File: config.mk
export PLATFORM = sky130hd
export DESIGN_NAME = score_bcd_converter
export DESIGN_NICKNAME = d
export VERILOG_FILES = /design/src/rtl/score_bcd_converter.sv
export SDC_FILE = /design/constraint.sdc
export NUM_CORES = 1
export LEC_CHECK = 0
export BUFFER_PORTS_ARGS = -buffer_cell sky130_fd_sc_hd__buf_2
export CAP_MARGIN = 20
export CORE_MARGIN = 2
export CORE_UTILIZATION = 25
export DETAILED_ROUTE_END_ITERATION = 10
export SLEW_MARGIN = 10
export SYNTH_ARGS = -nofsm -noshare
export SYNTH_HDL_FRONTEND = slang
export SYNTH_SLANG_ARGS = --single-unit
File: constraint.sdc
create_clock -name clk -period 2.2 [get_ports clk]
set_clock_uncertainty 0.1 [all_clocks]
set_input_delay 0.22 -clock clk [delete_from_list [all_inputs] [get_ports clk]]
set_output_delay 0.22 -clock clk [all_outputs]
set_load 0.01 [all_outputs]
File: src/rtl/score_bcd_converter.sv
// score_bcd_converter: sequential double-dabble conversion of a clamped score into registered BCD digits
module score_bcd_converter #(
  parameter int SCORE_MAX = 999,
  parameter int CONV_BITS = 10,
  parameter int AUTO_UPDATE = 1
) (
  input  logic        clk,
  input  logic        reset,
  input  logic [31:0] score,
  input  logic        start,
  output logic [3:0]  hundreds,
  output logic [3:0]  tens,
  output logic [3:0]  ones,
  output logic        show_hundreds,
  output logic        show_tens,
  output logic        digits_valid,
  output logic        done,
  output logic        busy,
  output logic        overflow
);
  localparam int CW = $clog2(CONV_BITS + 1);
  typedef enum logic [1:0] {IDLE, SHIFT, COMMIT} state_t;
  state_t state, state_nx;
  logic [CW-1:0] cnt;
  logic [CONV_BITS-1:0] src;
  logic [11:0] bcd, adj;
  logic [31:0] last_score;
  logic ovf, launch, clamp;
  assign clamp = score > 32'(SCORE_MAX);
  assign launch = start || (AUTO_UPDATE != 0 && score != last_score);
  assign busy = state != IDLE;
  // add-3 correction on every nibble that would overflow past 9 after the shift
  always_comb begin
    adj[11:8] = bcd[11:8] >= 4'd5 ? bcd[11:8] + 4'd3 : bcd[11:8];
    adj[7:4] = bcd[7:4] >= 4'd5 ? bcd[7:4] + 4'd3 : bcd[7:4];
    adj[3:0] = bcd[3:0] >= 4'd5 ? bcd[3:0] + 4'd3 : bcd[3:0];
  end
  // state register
  always_ff @(posedge clk) begin
    if (reset) state <= IDLE;
    else state <= state_nx;
  end
  // next state: launch from IDLE, CONV_BITS shifts, one commit cycle
  always_comb begin
    state_nx = state;
    state_nx = state == IDLE ? (launch ? SHIFT : IDLE) :
               state == SHIFT ? (cnt == CW'(CONV_BITS - 1) ? COMMIT : SHIFT) : IDLE;
  end
  // datapath: latch on launch, shift in SHIFT, publish digits only in COMMIT
  always_ff @(posedge clk) begin
    if (reset) begin
      cnt <= '0;
      src <= '0;
      bcd <= '0;
      last_score <= '0;
      ovf <= 1'b0;
      hundreds <= '0;
      tens <= '0;
      ones <= '0;
      show_hundreds <= 1'b0;
      show_tens <= 1'b0;
      digits_valid <= 1'b0;
      done <= 1'b0;
      overflow <= 1'b0;
    end else begin
      done <= state == COMMIT;
      if (state == IDLE && launch) begin
        src <= clamp ? CONV_BITS'(SCORE_MAX) : score[CONV_BITS-1:0];
        ovf <= clamp;
        last_score <= score;
        bcd <= '0;
        cnt <= '0;
      end
      if (state == SHIFT) begin
        {bcd, src} <= {adj, src} << 1;
        cnt <= cnt + 1'b1;
      end
      if (state == COMMIT) begin
        hundreds <= bcd[11:8];
        tens <= bcd[7:4];
        ones <= bcd[3:0];
        show_hundreds <= bcd[11:8] != 4'd0;
        show_tens <= bcd[11:4] != 8'd0;
        digits_valid <= 1'b1;
        overflow <= ovf;
      end
    end
  end
endmodule
### Word-level counts from Yosys, hierarchy flattened

Index checks and enable logic that the tools add are counted.

* add/sub/neg operators: 4
* multipliers: 0
* divide/modulo/power cells: 0
* $lt $le $gt $ge: 4
* equal/unequal tests: 4
* shift operators: 0
* muxes and demuxes: 14
* bitwise gates (word level): 0
* reduce and logical (&&, ||, !) cells: 8

Operators by type and width (count)
* $gt A32 B10 Y1 const B: 1
* $ne A32 B32 Y1: 1
* $mux W10: 3
* $mux W12: 2
* $mux W4: 4
* $ge A4 B3 Y1 const B: 3
* $add A4 B2 Y4 const B: 2
* $reduce_bool A8 Y1: 1
* $mux W2: 3
* $add A4 B1 Y4 const B: 1
* $eq A4 B4 Y1 const B: 1
* $reduce_bool A2 Y1: 2
* $reduce_bool A4 Y1: 1
* $add A3 B2 Y3 const B: 1
* $mux W3: 1
* $eq A2 B1 Y1 const B: 1
* $eq A2 B2 Y1 const B: 1
* $logic_not A2 Y1: 1
* $reduce_or A2 Y1: 1
* $logic_and A1 B1 Y1: 1
* $logic_or A1 B1 Y1: 1
* $mux W1: 1

* register bits: 78
* latch bits: 0
* bits in writable memories: 0
* memory bits (read-only): 0
* bits of input ports: 35
* word-level logic and storage cells: 49
* memories: 0

### Longest topological paths before layout

Gate-level depths: netlist of run 1.

* depth in word-level cells: 5
* depth in mapped cells: 8
* mapped depth without buffers: 7

### Worst setup path before layout of run 1

Ideal clock, no wire load.

* kind: register to register
* start: register last_score[24]
* end: register src[1]
* library setup time: 0.119 ns
* data arrival time: 1.813 ns
* required time: 1.981 ns
* path slack: 0.169 ns
* cell stages (with the launch flop): 8
* path buffers: 1
* path through: dfxtp_1 > xor2_1 > nor4_1 > nand4_1 > or3_1 > or2_0 > buf_2 > o221a_1

* longest elaborated chain between the ends: 4

Ends and longest elaborated chain
* start, declared: RTL line 27 `logic [31:0] last_score;`
* start signal, assigned: RTL line 70 `last_score <= score;`
* $ne A32 B32 Y1: RTL line 30 `assign launch = start || (AUTO_UPDATE != 0 && score != last_score);`
* $logic_or A1 B1 Y1: RTL line 30
* $logic_and A1 B1 Y1: RTL line 67 `if (state == IDLE && launch) begin`
* $reduce_bool A2 Y1 (no source line)
* end signal, assigned: RTL line 68 `src <= clamp ? CONV_BITS'(SCORE_MAX) : score[CONV_BITS-1:0];`
* end signal, assigned: RTL line 75 `{bcd, src} <= {adj, src} << 1;`
* end, declared: RTL line 25 `logic [CONV_BITS-1:0] src;`

No other way between the ends.
A chain may end at the register's enable or synchronous reset.

### Final worst setup path of run 1

* start: register last_score[2]
* end: register src[6]

The elaborated chain is that of the path after synthesis.

==> qor_table.md, run 1 <==
| Group | Parameter | This run |
| --- | --- | --- |
| place | Dpl hpwl | 6.501 mm |
| hold path | Type of the tightest min-delay check | in2reg |
| place | Port Buf Inserts | 52 |
| synth | Proportion of synthesized flip-flops having asynchronous set or reset | 0 |
| clock network | Maximum clock insertion buffer count | 2 |
| global route | Maximum number of pins on one net before global-route repair | 36 |
| drt | Count of nets left with antenna violations after detail routing | 0 |
| clock network | Count of hold buffers inserted by post-cts repair | 0 |
| synth | Library cell occupying the most area in the post-synthesis netlist | sky130_fd_sc_hd__dfxtp_1 |
| worst setup path | Required time at the worst-slack endpoint | 2.32 ns |
| timing | Worst hold-check slack | 0.07684 ns |
| die | Num ports | 53 |
| power and ir drop | Sequential Power Share | 0.452 |
| power and ir drop | Cell-internal power | 2.526 mW |
| die | Floorplan core area | 0.01442 mm2 |
| timing | Minimum clock period | 2.106 ns |
| die | Row Count | 44 |
| power and ir drop | Ratio of total power to cell area | 724.5 mW/mm2 |
| global route | Aggregate global routing overflow | 0 |
| drt | DRC violations left | 0 |
| power and ir drop | Pleak | 2.002 nW |
| drt | Vias per std cell | 4.652 |
| clock network | Clk Tree Root Cell | sky130_fd_sc_hd__clkbuf_16 |
| synth | Synth warn | 0 |
| die | Die Span Y | 125.2 um |
| synth | Net Count, Synth | 459 |
| global route | First-pass GRT wire length | 14.59 mm |
| clock network | Number of clock buffers inserted by TritonCTS | 9 |
| synth | Share of the yosys chip area belonging to registers | 0.4252 |
| power and ir drop | Reported net switching power | 0.8460 mW |
| drt | Count of routing violations after the opening detailed-route iteration | 126 |
| power and ir drop | Proportion of power drawn by combinational gates | 0.113 |
| place | GP Congestion | 0.8285 |
| timing | Final setup violating endpoints | 0 |
| timing | Final critical-path share of the clock period | 0.9574 |
| power and ir drop | Worst IR Drop VDD | 0.3616 mV |
| worst setup path | Critical Setup Path Class | reg2reg |
| power and ir drop | Switching share of total power | 0.2509 |
| global route | Number of antenna violations at the first check in global routing | 0 |
| layout | Fill cell instance count of the final layout | 1,513 |
| synth | Syn avg cell area | 8.870 um2 |
| clock network | Clock edge transition at the registers on the reported setup and hold paths | 0.06 ns |
| clock network | Deepest level of the CTS H-tree | 3 |
| synth | Most area-consuming cells after synthesis | sky130_fd_sc_hd__dfxtp_1, sky130_fd_sc_hd__mux2i_1, sky130_fd_sc_hd__xor2_1 |
| global route | Gr usage total | 0.1118 |
| die | Die X-Extent | 125.2 um |
| die | Initial core utilization | 0.2546 |
| synth | Post-synthesis sequential element count | 78 |
| timing | Slew of the pin with the lowest slew margin | 0.4378 ns |
| clock network | Clock latency on the worst-skew pair | 0.33 ns |
| clock network | Sink count of the clock tree | 78 |
| flow run | Total of max-cap violations | 0 |
| drt | Number of iterations in the first detailed-routing pass | 4 |
| timing | Final Hold Vio Count | 0 |
| timing | Max-slew violation total from the final report | 0 |
| synth | Area share of the largest cell type after synthesis | 0.4252 |
| worst setup path | CP Max Fanout | 7 |
| synth | Number of instances in the synthesized netlist | 414 |
| power and ir drop | Clock network fraction of design power | 0.435 |
| clock network | Clock tree from TritonCTS | built |
| status | Status | finished clean |
| layout | Ant. Diodes | 0 |
| power and ir drop | Total power draw | 3.372 mW |
| synth | Most used flip-flop cell after synthesis | sky130_fd_sc_hd__dfxtp_1 |
| worst setup path | Crit start category | flip-flop |
| global route | Number of global-route vias before repair | 2,979 |
| die | Die ar. | 0.01568 mm2 |
| layout | Layout cells sized above 1 | 0.2290 |
| synth | Number of synthesized flops with an enable pin | 0 |
| drt | Final wirelength | 8.833 mm |
| timing | RSZ-0062 raised after global routing | yes |
| drt | Wire length per cell | 13.12 um |
| drt | Count of vias placed by the detailed router | 3,131 |
| worst setup path | Type of destination of the critical path | flip-flop |
| synth | Count of cell types in the netlist | 35 |
| timing | Tightest slew margin relative to the limit | 0.7077 |
| layout | Area growth from synthesis to layout | 26.75% |
| layout | Non-Filler Instances | 673 |
| timing | Maximum clock frequency | 474.7 MHz |
| worst setup path | CP Data Arrival Time | 2.23 ns |
| place | Inst Count DP | 656 |
| layout | Net total in the final layout | 530 |
| synth | Combined area of all synthesized cells | 0.003672 mm2 |
[per-layer routing]
| metal | vias up | share of wire | track usage |
|---|---|---|---|
| li1 | 1582 | - | - |
| met1 | 1471 | 0.48 | 0.1465 |
| met2 | 70 | 0.47 | 0.1857 |
| met3 | 8 | 0.038 | 0.02268 |
| met4 | 0 | 0.012 | 0.03464 |
| met5 | - | 0 | 0 |
[through the flow]
stage	TNS [ns]	instance area (um2)	worst slack [ns]	util
detailed placement	-0.9428	4293	-0.1221	0.2976
CTS	0	4593	0.005432	0.3184
global route	-0.1509	4654	-0.02189	0.3227
finish	0	4654	0.09362	0.3227
floorplan	0	3672	0.1686	-
global placement	-0.6147	4293	-0.06766	0.2976
[cell usage in the layout (no fill, tap or decap), types with 2 or more instances in the layout]
cell,n
sky130_fd_sc_hd__dfxtp_1,78
sky130_fd_sc_hd__buf_2,52
sky130_fd_sc_hd__nor2_1,49
sky130_fd_sc_hd__a21oi_1,37
sky130_fd_sc_hd__nand2_1,36
sky130_fd_sc_hd__mux2i_1,35
sky130_fd_sc_hd__xor2_1,34
sky130_fd_sc_hd__buf_4,32
sky130_fd_sc_hd__o21ai_0,16
sky130_fd_sc_hd__inv_1,14
sky130_fd_sc_hd__ha_1,10
sky130_fd_sc_hd__a211oi_1,9
sky130_fd_sc_hd__clkbuf_16,9
sky130_fd_sc_hd__nor4_1,8
sky130_fd_sc_hd__nor3_1,7
sky130_fd_sc_hd__o221a_1,7
sky130_fd_sc_hd__nand2b_1,6
sky130_fd_sc_hd__xnor2_1,6
sky130_fd_sc_hd__nand4_1,5
sky130_fd_sc_hd__nor3b_1,5
sky130_fd_sc_hd__nor4_2,3
sky130_fd_sc_hd__nor2b_1,3
sky130_fd_sc_hd__a31oi_1,3
sky130_fd_sc_hd__or4_1,2
sky130_fd_sc_hd__o41ai_2,2
sky130_fd_sc_hd__a2111oi_2,2
sky130_fd_sc_hd__clkinvlp_4,2
[critical path, stage by stage, from the launching register on]
cell and delay [ns]:
sky130_fd_sc_hd__dfxtp_1 0.32, sky130_fd_sc_hd__xor2_1 0.17, sky130_fd_sc_hd__nor4_1 0.28, sky130_fd_sc_hd__nand3_1 0.18, sky130_fd_sc_hd__or3_1 0.42, sky130_fd_sc_hd__or2_4 0.28, sky130_fd_sc_hd__o221a_1 0.25
[synthesized netlist by cell type, types with 2 or more instances]
cell,count
sky130_fd_sc_hd__a2111oi_2,2
sky130_fd_sc_hd__a211oi_1,10
sky130_fd_sc_hd__a21oi_1,37
sky130_fd_sc_hd__a31oi_1,3
sky130_fd_sc_hd__buf_2,5
sky130_fd_sc_hd__clkbuf_1,18
sky130_fd_sc_hd__dfxtp_1,78
sky130_fd_sc_hd__ha_1,10
sky130_fd_sc_hd__inv_1,14
sky130_fd_sc_hd__mux2i_1,35
sky130_fd_sc_hd__nand2_1,36
sky130_fd_sc_hd__nand2b_1,6
sky130_fd_sc_hd__nand4_1,5
sky130_fd_sc_hd__nor2_1,50
sky130_fd_sc_hd__nor2b_1,3
sky130_fd_sc_hd__nor3_1,7
sky130_fd_sc_hd__nor3b_1,5
sky130_fd_sc_hd__nor4_1,12
sky130_fd_sc_hd__o21ai_0,16
sky130_fd_sc_hd__o221a_1,7
sky130_fd_sc_hd__o41ai_1,2
sky130_fd_sc_hd__or4_1,2
sky130_fd_sc_hd__xnor2_1,6
sky130_fd_sc_hd__xor2_1,34
[power by group through the flow]
stage	clock [mW]	combinational [mW]	sequential (mW)
2_1_floorplan	0	0.239	1.54
3_3_place_gp	0	0.363	1.55
3_5_place_dp	0	0.372	1.56
4_1_cts	1.49	0.378	1.52
5_1_grt	1.55	0.422	1.53
6_report	1.47	0.382	1.52
[cell families after synthesis]
| logic type | after synthesis | share of synthesized area |
|---|---|---|
| mux | 36 | 0.09847 |
| xor+xnor | 40 | 0.09540 |
| buf+inv | 38 | 0.04054 |
| fa+ha+maj | 10 | 0.03407 |
| simple gates | 131 | 0.1646 |
| compound gates | 81 | 0.1417 |
| flops | 78 | 0.4252 |
[what timing repair did]
item / 4_1_cts / 5_1_grt
endpoints found under the setup margin: 8 / 54
setup buffers: 0 / 2
resized for setup: 3 / 8
pin swaps: 0 / 6
[flip-flops by register name, indices dropped and copies added, names as in the netlist]
name	flops
digits_valid	1
show_hundreds	1
ovf	1
bcd	12
hundreds	4
show_tens	1
tens	4
last_score	32
state	2
src	10
ones	4
done	1
overflow	1
cnt	4
[layout make-up]
class                   instances  area [um2]  share of cell area
flip-flops and latches         78        1562              0.3355
well taps                     184       230.2             0.04946
multi-input cells             298        2022              0.4344
inverters                      14       52.55             0.01129
clock inverters                 5       58.81             0.01263
clock buffers                  10       229.0             0.04919
repair buffers                 84       500.5              0.1075
[final timing paths]
kind	startpoint	endpoint	slack, ns	depth (start not counted)
setup / recovery	last_score[2]	src[6]	0.09	6
hold / removal	score[17]	last_score[17]	0.08	3
setup reg to reg	last_score[2]	src[6]	0.09	6
hold reg to reg	ones[2]	ones[2]	0.35	2
Power figures use the tool's default switching activity.
==> run 2: changes to the inputs <==
--- a/config.mk
+++ b/config.mk
@@ -10,6 +10,7 @@
 export CORE_MARGIN = 2
 export CORE_UTILIZATION = 25
 export DETAILED_ROUTE_END_ITERATION = 10
+export MAX_ROUTING_LAYER = met4
 export SLEW_MARGIN = 10
 export SYNTH_ARGS = -nofsm -noshare
 export SYNTH_HDL_FRONTEND = slang
==> run 2 against run 1 <==
Against the previous run: total power hardly changed; flip-flop and latch count stayed put; count of clock-buffer cells in the layout stayed put; via count stayed put; combinational power hardly changed; largest cell class unchanged; sequential share of layout area stayed put; routed wire length is 0.34% higher; critical endpoint unchanged; die area stayed put; cell count stayed put; largest power group unchanged; global-route usage is 0.33 points higher; register-to-register slack hardly changed; critical path depth stayed put.
==> qor_table.md, run 2 (same netlist as run 1, synthesis figures left out) <==
| Group | Parameter | This run | Change |
| --- | --- | --- | --- |
| clock network | Maximum clock insertion buffer count | 2 | unchanged |
| layout | Ant. Diodes | 0 | unchanged |
| worst setup path | CP Max Fanout | 7 | unchanged |
| status | Status | finished clean |  |
| worst setup path | Type of destination of the critical path | flip-flop |  |
| power and ir drop | Pleak | 2.002 nW | unchanged |
| layout | Total area of multi-input combinational cells | 0.002022 mm2 | unchanged |
| worst setup path | Cell type of the slowest stage on the worst timing path | sky130_fd_sc_hd__or3_1 |  |
| drt | Vias per std cell | 4.652 | unchanged |
| worst setup path | Number of stages on the worst setup path | 6 | unchanged |
| timing | RSZ-0062 raised after global routing | yes |  |
| die | Row Count | 44 | unchanged |
| clock network | Sink count of the clock tree | 78 | unchanged |
| worst setup path | Crit start category | flip-flop |  |
| drt | Number of iterations in the first detailed-routing pass | 5 | +1 |
| clock network | Clk Tree Root Cell | sky130_fd_sc_hd__clkbuf_16 |  |
| global route | Number of global-route vias before repair | 2,982 | +0.10% |
| global route | Maximum number of pins on one net before global-route repair | 36 | unchanged |
| die | Floorplan core area | 0.01442 mm2 | unchanged |
| layout | Non-Filler Instances | 673 | unchanged |
| power and ir drop | Ratio of total power to cell area | 724.0 mW/mm2 | about the same |
| clock network | Clock latency on the worst-skew pair | 0.33 ns | about the same |
| layout | Largest registers in the final layout | last_score (32), bcd (12), src (10) |  |
| place | Cell area reported after detailed placement | 0.004293 mm2 | unchanged |
| global route | Aggregate global routing overflow | 0 | unchanged |
| clock network | Count of hold buffers inserted by post-cts repair | 0 | unchanged |
| clock network | Clock edge transition at the registers on the reported setup and hold paths | 0.06 ns | about the same |
| global route | Number of antenna violations at the first check in global routing | 0 | unchanged |
| layout | Utilization of the core after routing | 0.3227 | unchanged |
| die | Num ports | 53 | unchanged |
| hold path | Hold Crit Depth | 3 | unchanged |
| hold path | Start point of the worst min-delay path | score[17] |  |
| place | Inst Count DP | 656 | unchanged |
| clock network | Deepest level of the CTS H-tree | 3 | unchanged |
| power and ir drop | Worst IR Drop VDD | 0.3625 mV | +0.23% |
| die | Die ar. | 0.01568 mm2 | unchanged |
| layout | Area taken by flip-flops and latches | 0.001562 mm2 | unchanged |
| worst setup path | WP buf/inv | 0 | unchanged |
| flow run | Total of max-cap violations | 0 | unchanged |
| drt | Wire length per cell | 13.17 um | +0.34% |
| drt | Final wirelength | 8.863 mm | +0.34% |
| drt | DRC violations left | 0 | unchanged |
| worst setup path | CP Data Arrival Time | 2.22 ns | about the same |
| worst setup path | Worst flop-to-flop path startpoint | last_score[2] |  |
| worst setup path | Crit-path leading delay family | simple AND/OR/NAND/NOR gates |  |
| drt | Count of routing violations after the opening detailed-route iteration | 127 | +0.79% |
| layout | Layout cells sized above 1 | 0.2290 | unchanged |
| clock network | Clock tree from TritonCTS | built |  |
| worst setup path | R2R setup slack | 0.09 ns | about the same |
| worst setup path | Critical Path, Cell by Cell | xor2_1 -> nor4_1 -> nand3_1 -> or3_1 -> or2_4 -> o221a_1 |  |
| clock network | Number of clock buffers inserted by TritonCTS | 9 | unchanged |
| layout | Fill cell instance count of the final layout | 1,513 | unchanged |
| place | GP Congestion | 0.8411 | +1.5% |
| drt | Count of vias placed by the detailed router | 3,131 | unchanged |
| timing | Post-Route Setup TNS | 0 ns | unchanged |
| hold path | Hold worst-path end | last_score[17] |  |
| worst setup path | Logic depth of the worst register-to-register path | 6 | unchanged |
| timing | Final setup violating endpoints | 0 | unchanged |
| timing | Tightest slew margin relative to the limit | 0.7110 | +0.003288 |
| timing | Final Hold Vio Count | 0 | unchanged |
| die | Die Span Y | 125.2 um | unchanged |
| layout | Leading cell types in the layout, fill and taps excluded | sky130_fd_sc_hd__dfxtp_1, sky130_fd_sc_hd__buf_2, sky130_fd_sc_hd__nor2_1, sky130_fd_sc_hd__a21oi_1, sky130_fd_sc_hd__nand2_1 |  |
| timing | Minimum clock period | 2.106 ns | -0.0007543 ns |
| worst setup path | Maximum cell stage delay along the critical path | 0.42 ns | about the same |
| timing | Max-slew violation total from the final report | 0 | unchanged |
| die | Die X-Extent | 125.2 um | unchanged |
| worst setup path | Required time at the worst-slack endpoint | 2.32 ns | about the same |
| global route | First-pass GRT wire length | 14.57 mm | -0.14% |
| global route | Gr usage total | 0.1152 | +0.003348 |
| layout | Leading cell type in the layout, fill and taps excluded | sky130_fd_sc_hd__dfxtp_1 |  |
| drt | Count of nets left with antenna violations after detail routing | 0 | unchanged |
| layout | Max reg flops | 32 | unchanged |
| hold path | Type of the tightest min-delay check | in2reg |  |
| timing | Slew of the pin with the lowest slew margin | 0.4329 ns | -0.004925 ns |
| layout | Summed area of non-filler cells in the final layout | 0.004654 mm2 | unchanged |
| die | Initial core utilization | 0.2546 | unchanged |
| worst setup path | Destination of the worst register-to-register timing path | src[6] |  |
| timing | Maximum clock frequency | 474.9 MHz | about the same |
| timing | Final critical-path share of the clock period | 0.9571 | about the same |
| layout | Area growth from synthesis to layout | 26.75% | unchanged |
| layout | Net total in the final layout | 530 | unchanged |
| place | Port Buf Inserts | 52 | unchanged |
| place | Dpl hpwl | 6.501 mm | unchanged |
| layout | Register name with the most flops | last_score |  |
| worst setup path | Critical Setup Path Class | reg2reg |  |
run 2: layout make-up:
cell class | instances | area share
clock inverter | 5 | 0.01263
multi-input combinational | 298 | 0.4344
inverter | 14 | 0.01129
clock buffer | 10 | 0.04919
timing repair buffer | 84 | 0.1075
sequential | 78 | 0.3355
tap | 184 | 0.04946
run 2: worst max-delay path by stage:
| stage | start | endpoint | slack (ns) |
|---|---|---|---|
| after floorplan | last_score[24] | src[1] | 0.17 |
| after global placement | score[8] | bcd[11] | -0.07 |
| after detailed placement | score[8] | src[6] | -0.12 |
| after CTS | last_score[6] | bcd[11] | 0.005 |
| after global routing | last_score[13] | src[1] | -0.02 |
| final | last_score[2] | src[6] | 0.09 |
run 2: stage by stage:
step	power [mW]	setup slack (ns)	hold slack [ns]
floorplan	1.781	0.1686	0.2672
global placement	1.916	-0.06766	0.3434
detailed placement	1.927	-0.1221	0.3446
CTS	3.393	0.005432	0.07144
global route	3.506	-0.02189	0.09861
finish	3.370	0.09438	0.07807
run 2: worst register-to-register path: cells and delay by family (launching register included):
kind,cells,cell delay (ns)
DFF,1,0.32
and+or+nand+nor,4,1.16
xor gates and xnor gates,1,0.17
AOI/OAI and AO/OA,1,0.25
run 2: what timing repair did:
action / 4_1_cts / 5_1_grt
pin swaps: 0 / 6
setup endpoints to repair: 8 / 54
gates cloned: 0 / 0
gates resized for setup: 3 / 8
buffers inserted: 0 / 2
run 2: report_power, final:
part           internal [mW]  leakage, nW  switching [mW]  total [mW]
Sequential              1.48        0.640          0.0481        1.53
Combinational          0.174         1.23           0.208       0.382
Clock                  0.875        0.135           0.587        1.46
run 2: routing by layer:
metal	routed length (um)	global-route usage	up-vias
li1	-	-	1582
met1	4279	0.1475	1477
met2	4165	0.1857	64
met3	325	0.02097	8
met4	93	0.03464	0
met5	0	-	-
==> run 3: changes to the inputs <==
--- a/config.mk
+++ b/config.mk
@@ -9,6 +9,7 @@
 export CAP_MARGIN = 20
 export CORE_MARGIN = 2
 export CORE_UTILIZATION = 25
+export CTS_BUF_LIST = sky130_fd_sc_hd__clkbuf_8 sky130_fd_sc_hd__clkbuf_16
 export DETAILED_ROUTE_END_ITERATION = 10
 export MAX_ROUTING_LAYER = met4
 export SLEW_MARGIN = 10
==> run 3 against run 2 <==
Against the previous run: clock power about the same; critical endpoint unchanged; global-route usage did not move; largest power group unchanged; largest cell class unchanged; highest routed layer unchanged; cell count is the same; die area is the same.
==> qor_table.md, run 3 (same netlist as run 1, synthesis figures left out) <==
| Group | Parameter | This run | Change |
| --- | --- | --- | --- |
| status | Status | finished clean |  |
| worst setup path | Cell type of the slowest stage on the worst timing path | sky130_fd_sc_hd__or3_1 |  |
| die | Initial core utilization | 0.2546 | unchanged |
| clock network | Clk Tree Root Cell | sky130_fd_sc_hd__clkbuf_16 |  |
| die | Die ar. | 0.01568 mm2 | unchanged |
| layout | Summed area of non-filler cells in the final layout | 0.004654 mm2 | unchanged |
| timing | Final setup violating endpoints | 0 | unchanged |
| layout | Area growth from synthesis to layout | 26.75% | unchanged |
| place | Inst Count DP | 656 | unchanged |
| drt | Count of vias placed by the detailed router | 3,131 | unchanged |
| worst setup path | Destination of the worst register-to-register timing path | src[6] |  |
| clock network | Clock latency on the worst-skew pair | 0.33 ns | about the same |
| timing | Worst hold-check slack | 0.07801 ns | -0.00006390 ns |
| hold path | Hold Crit Depth | 3 | unchanged |
| timing | Tightest slew margin relative to the limit | 0.7110 | about the same |
| place | Port Buf Inserts | 52 | unchanged |
| clock network | Count of hold buffers inserted by post-cts repair | 0 | unchanged |
| layout | Fill cell instance count of the final layout | 1,513 | unchanged |
| die | Row Count | 44 | unchanged |
| layout | Layout cells sized above 1 | 0.2290 | unchanged |
| layout | Ant. Diodes | 0 | unchanged |
| drt | DRC violations left | 0 | unchanged |
| hold path | Start point of the worst min-delay path | score[17] |  |
| global route | Number of global-route vias before repair | 2,982 | unchanged |
| power and ir drop | Ratio of total power to cell area | 723.4 mW/mm2 | about the same |
| power and ir drop | Worst IR Drop VDD | 0.3625 mV | about the same |
| place | Dpl hpwl | 6.501 mm | unchanged |
| layout | Register name with the most flops | last_score |  |
| drt | Wire length per cell | 13.18 um | about the same |
| drt | Number of iterations in the first detailed-routing pass | 5 | unchanged |
| timing | Final Hold Vio Count | 0 | unchanged |
| timing | Slew of the pin with the lowest slew margin | 0.4329 ns | -0.000004172 ns |
| layout | Max reg flops | 32 | unchanged |
| timing | Max-slew violation total from the final report | 0 | unchanged |
| drt | Count of routing violations after the opening detailed-route iteration | 127 | unchanged |
| worst setup path | WP buf/inv | 0 | unchanged |
| worst setup path | Critical Setup Path Class | reg2reg |  |
| place | GP Congestion | 0.8411 | unchanged |
| worst setup path | Crit-path leading delay family | simple AND/OR/NAND/NOR gates |  |
| timing | Post-Route Setup TNS | 0 ns | unchanged |
| drt | Count of nets left with antenna violations after detail routing | 0 | unchanged |
| worst setup path | Logic depth of the worst register-to-register path | 6 | unchanged |
| layout | Net total in the final layout | 530 | unchanged |
| worst setup path | Critical Path, Cell by Cell | xor2_1 -> nor4_1 -> nand3_1 -> or3_1 -> or2_4 -> o221a_1 |  |
| global route | Gr usage total | 0.1152 | unchanged |
| drt | Final wirelength | 8.867 mm | about the same |
| die | Die Span Y | 125.2 um | unchanged |
| clock network | Clock edge transition at the registers on the reported setup and hold paths | 0.06 ns | about the same |
| layout | Non-Filler Instances | 673 | unchanged |
| place | Cell area reported after detailed placement | 0.004293 mm2 | unchanged |
| global route | Number of antenna violations at the first check in global routing | 0 | unchanged |
| layout | Leading cell types in the layout, fill and taps excluded | sky130_fd_sc_hd__dfxtp_1, sky130_fd_sc_hd__buf_2, sky130_fd_sc_hd__nor2_1, sky130_fd_sc_hd__a21oi_1, sky130_fd_sc_hd__nand2_1 |  |
| drt | Vias per std cell | 4.652 | unchanged |
| worst setup path | Maximum cell stage delay along the critical path | 0.42 ns | about the same |
| worst setup path | Required time at the worst-slack endpoint | 2.32 ns | about the same |
| layout | Leading cell type in the layout, fill and taps excluded | sky130_fd_sc_hd__dfxtp_1 |  |
| worst setup path | Worst flop-to-flop path startpoint | last_score[2] |  |
| hold path | Hold worst-path end | last_score[17] |  |
| die | Die X-Extent | 125.2 um | unchanged |
| timing | Maximum clock frequency | 474.9 MHz | unchanged |
| global route | Aggregate global routing overflow | 0 | unchanged |
| timing | Final critical-path share of the clock period | 0.9571 | about the same |
| global route | First-pass GRT wire length | 14.57 mm | unchanged |
| clock network | Deepest level of the CTS H-tree | 3 | unchanged |
| hold path | Type of the tightest min-delay check | in2reg |  |
| worst setup path | R2R setup slack | 0.09 ns | about the same |
| timing | Minimum clock period | 2.106 ns | -0.0000002000 ns |
| timing | RSZ-0062 raised after global routing | yes |  |
| die | Floorplan core area | 0.01442 mm2 | unchanged |
| worst setup path | Type of destination of the critical path | flip-flop |  |
| global route | Maximum number of pins on one net before global-route repair | 36 | unchanged |
| clock network | Maximum clock insertion buffer count | 2 | unchanged |
| worst setup path | CP Data Arrival Time | 2.22 ns | about the same |
| die | Num ports | 53 | unchanged |
| flow run | Total of max-cap violations | 0 | unchanged |
| layout | Utilization of the core after routing | 0.3227 | unchanged |
| power and ir drop | Pleak | 2.006 nW | +0.21% |
| layout | Largest registers in the final layout | last_score (32), bcd (12), src (10) |  |
| worst setup path | CP Max Fanout | 7 | unchanged |
| clock network | Number of clock buffers inserted by TritonCTS | 9 | unchanged |
| clock network | Sink count of the clock tree | 78 | unchanged |
| worst setup path | Crit start category | flip-flop |  |
| clock network | Clock tree from TritonCTS | built |  |
run 3: cell types whose count changed in the layout (fill, tap and decap cells not counted), sizes merged:
cell,delta
inv,+1
clkbuf,-1
run 3: where the power goes:
part | switching (mW) | internal [mW] | total (mW)
logic | 0.208 | 0.174 | 0.382
clock network | 0.589 | 0.870 | 1.46
registers | 0.0481 | 1.48 | 1.53
run 3: layout make-up:
cell class	count	area, um2	share of cell area
Timing Repair Buffer	84	500.5	0.1075
Sequential cell	78	1562	0.3355
Inverter	14	52.55	0.01129
Multi-Input combinational cell	298	2022	0.4344
Clock buffer	9	225.2	0.04839
Tap cell	184	230.2	0.04946
Clock inverter	6	62.56	0.01344
run 3: worst min-delay path, stage by stage:
cell and delay [ns]:
sky130_fd_sc_hd__buf_2 0.11, sky130_fd_sc_hd__mux2i_1 0.07, sky130_fd_sc_hd__nor2_1 0.08
run 3: per-layer routing:
layer | up-vias | global-route usage | wire length [um]
met5 | - | - | 0
met4 | 0 | 0.03464 | 93
met3 | 8 | 0.02097 | 325
met2 | 64 | 0.1857 | 4166
met1 | 1477 | 0.1475 | 4282
li1 | 1582 | - | -
run 3: metrics by stage:
step                      setup WS [ns]  total power [mW]
final                           0.09438             3.367
after global routing           -0.02189             3.502
after CTS                      0.005432             3.388
after detailed placement        -0.1221             1.927
after global placement         -0.06766             1.916
after floorplan                  0.1686             1.781
run 3: how the worst max path moves through the flow:
stage                               from  endpoint  slack (ns)  cells after the start
after floorplan           last_score[24]    src[1]        0.17                      7
after global placement          score[8]   bcd[11]       -0.07                      9
after detailed placement        score[8]    src[6]       -0.12                      7
after CTS                  last_score[6]   bcd[11]       0.005                      8
after global routing      last_score[13]    src[1]       -0.02                      6
final                      last_score[2]    src[6]        0.09                      6
run 3: what timing repair did:
item                                    in CTS  in global routing
gates cloned                                 0                  0
gates resized for setup                      3                  8
setup buffers                                0                  2
endpoints found under the setup margin       8                 54
pin swaps                                    0                  6
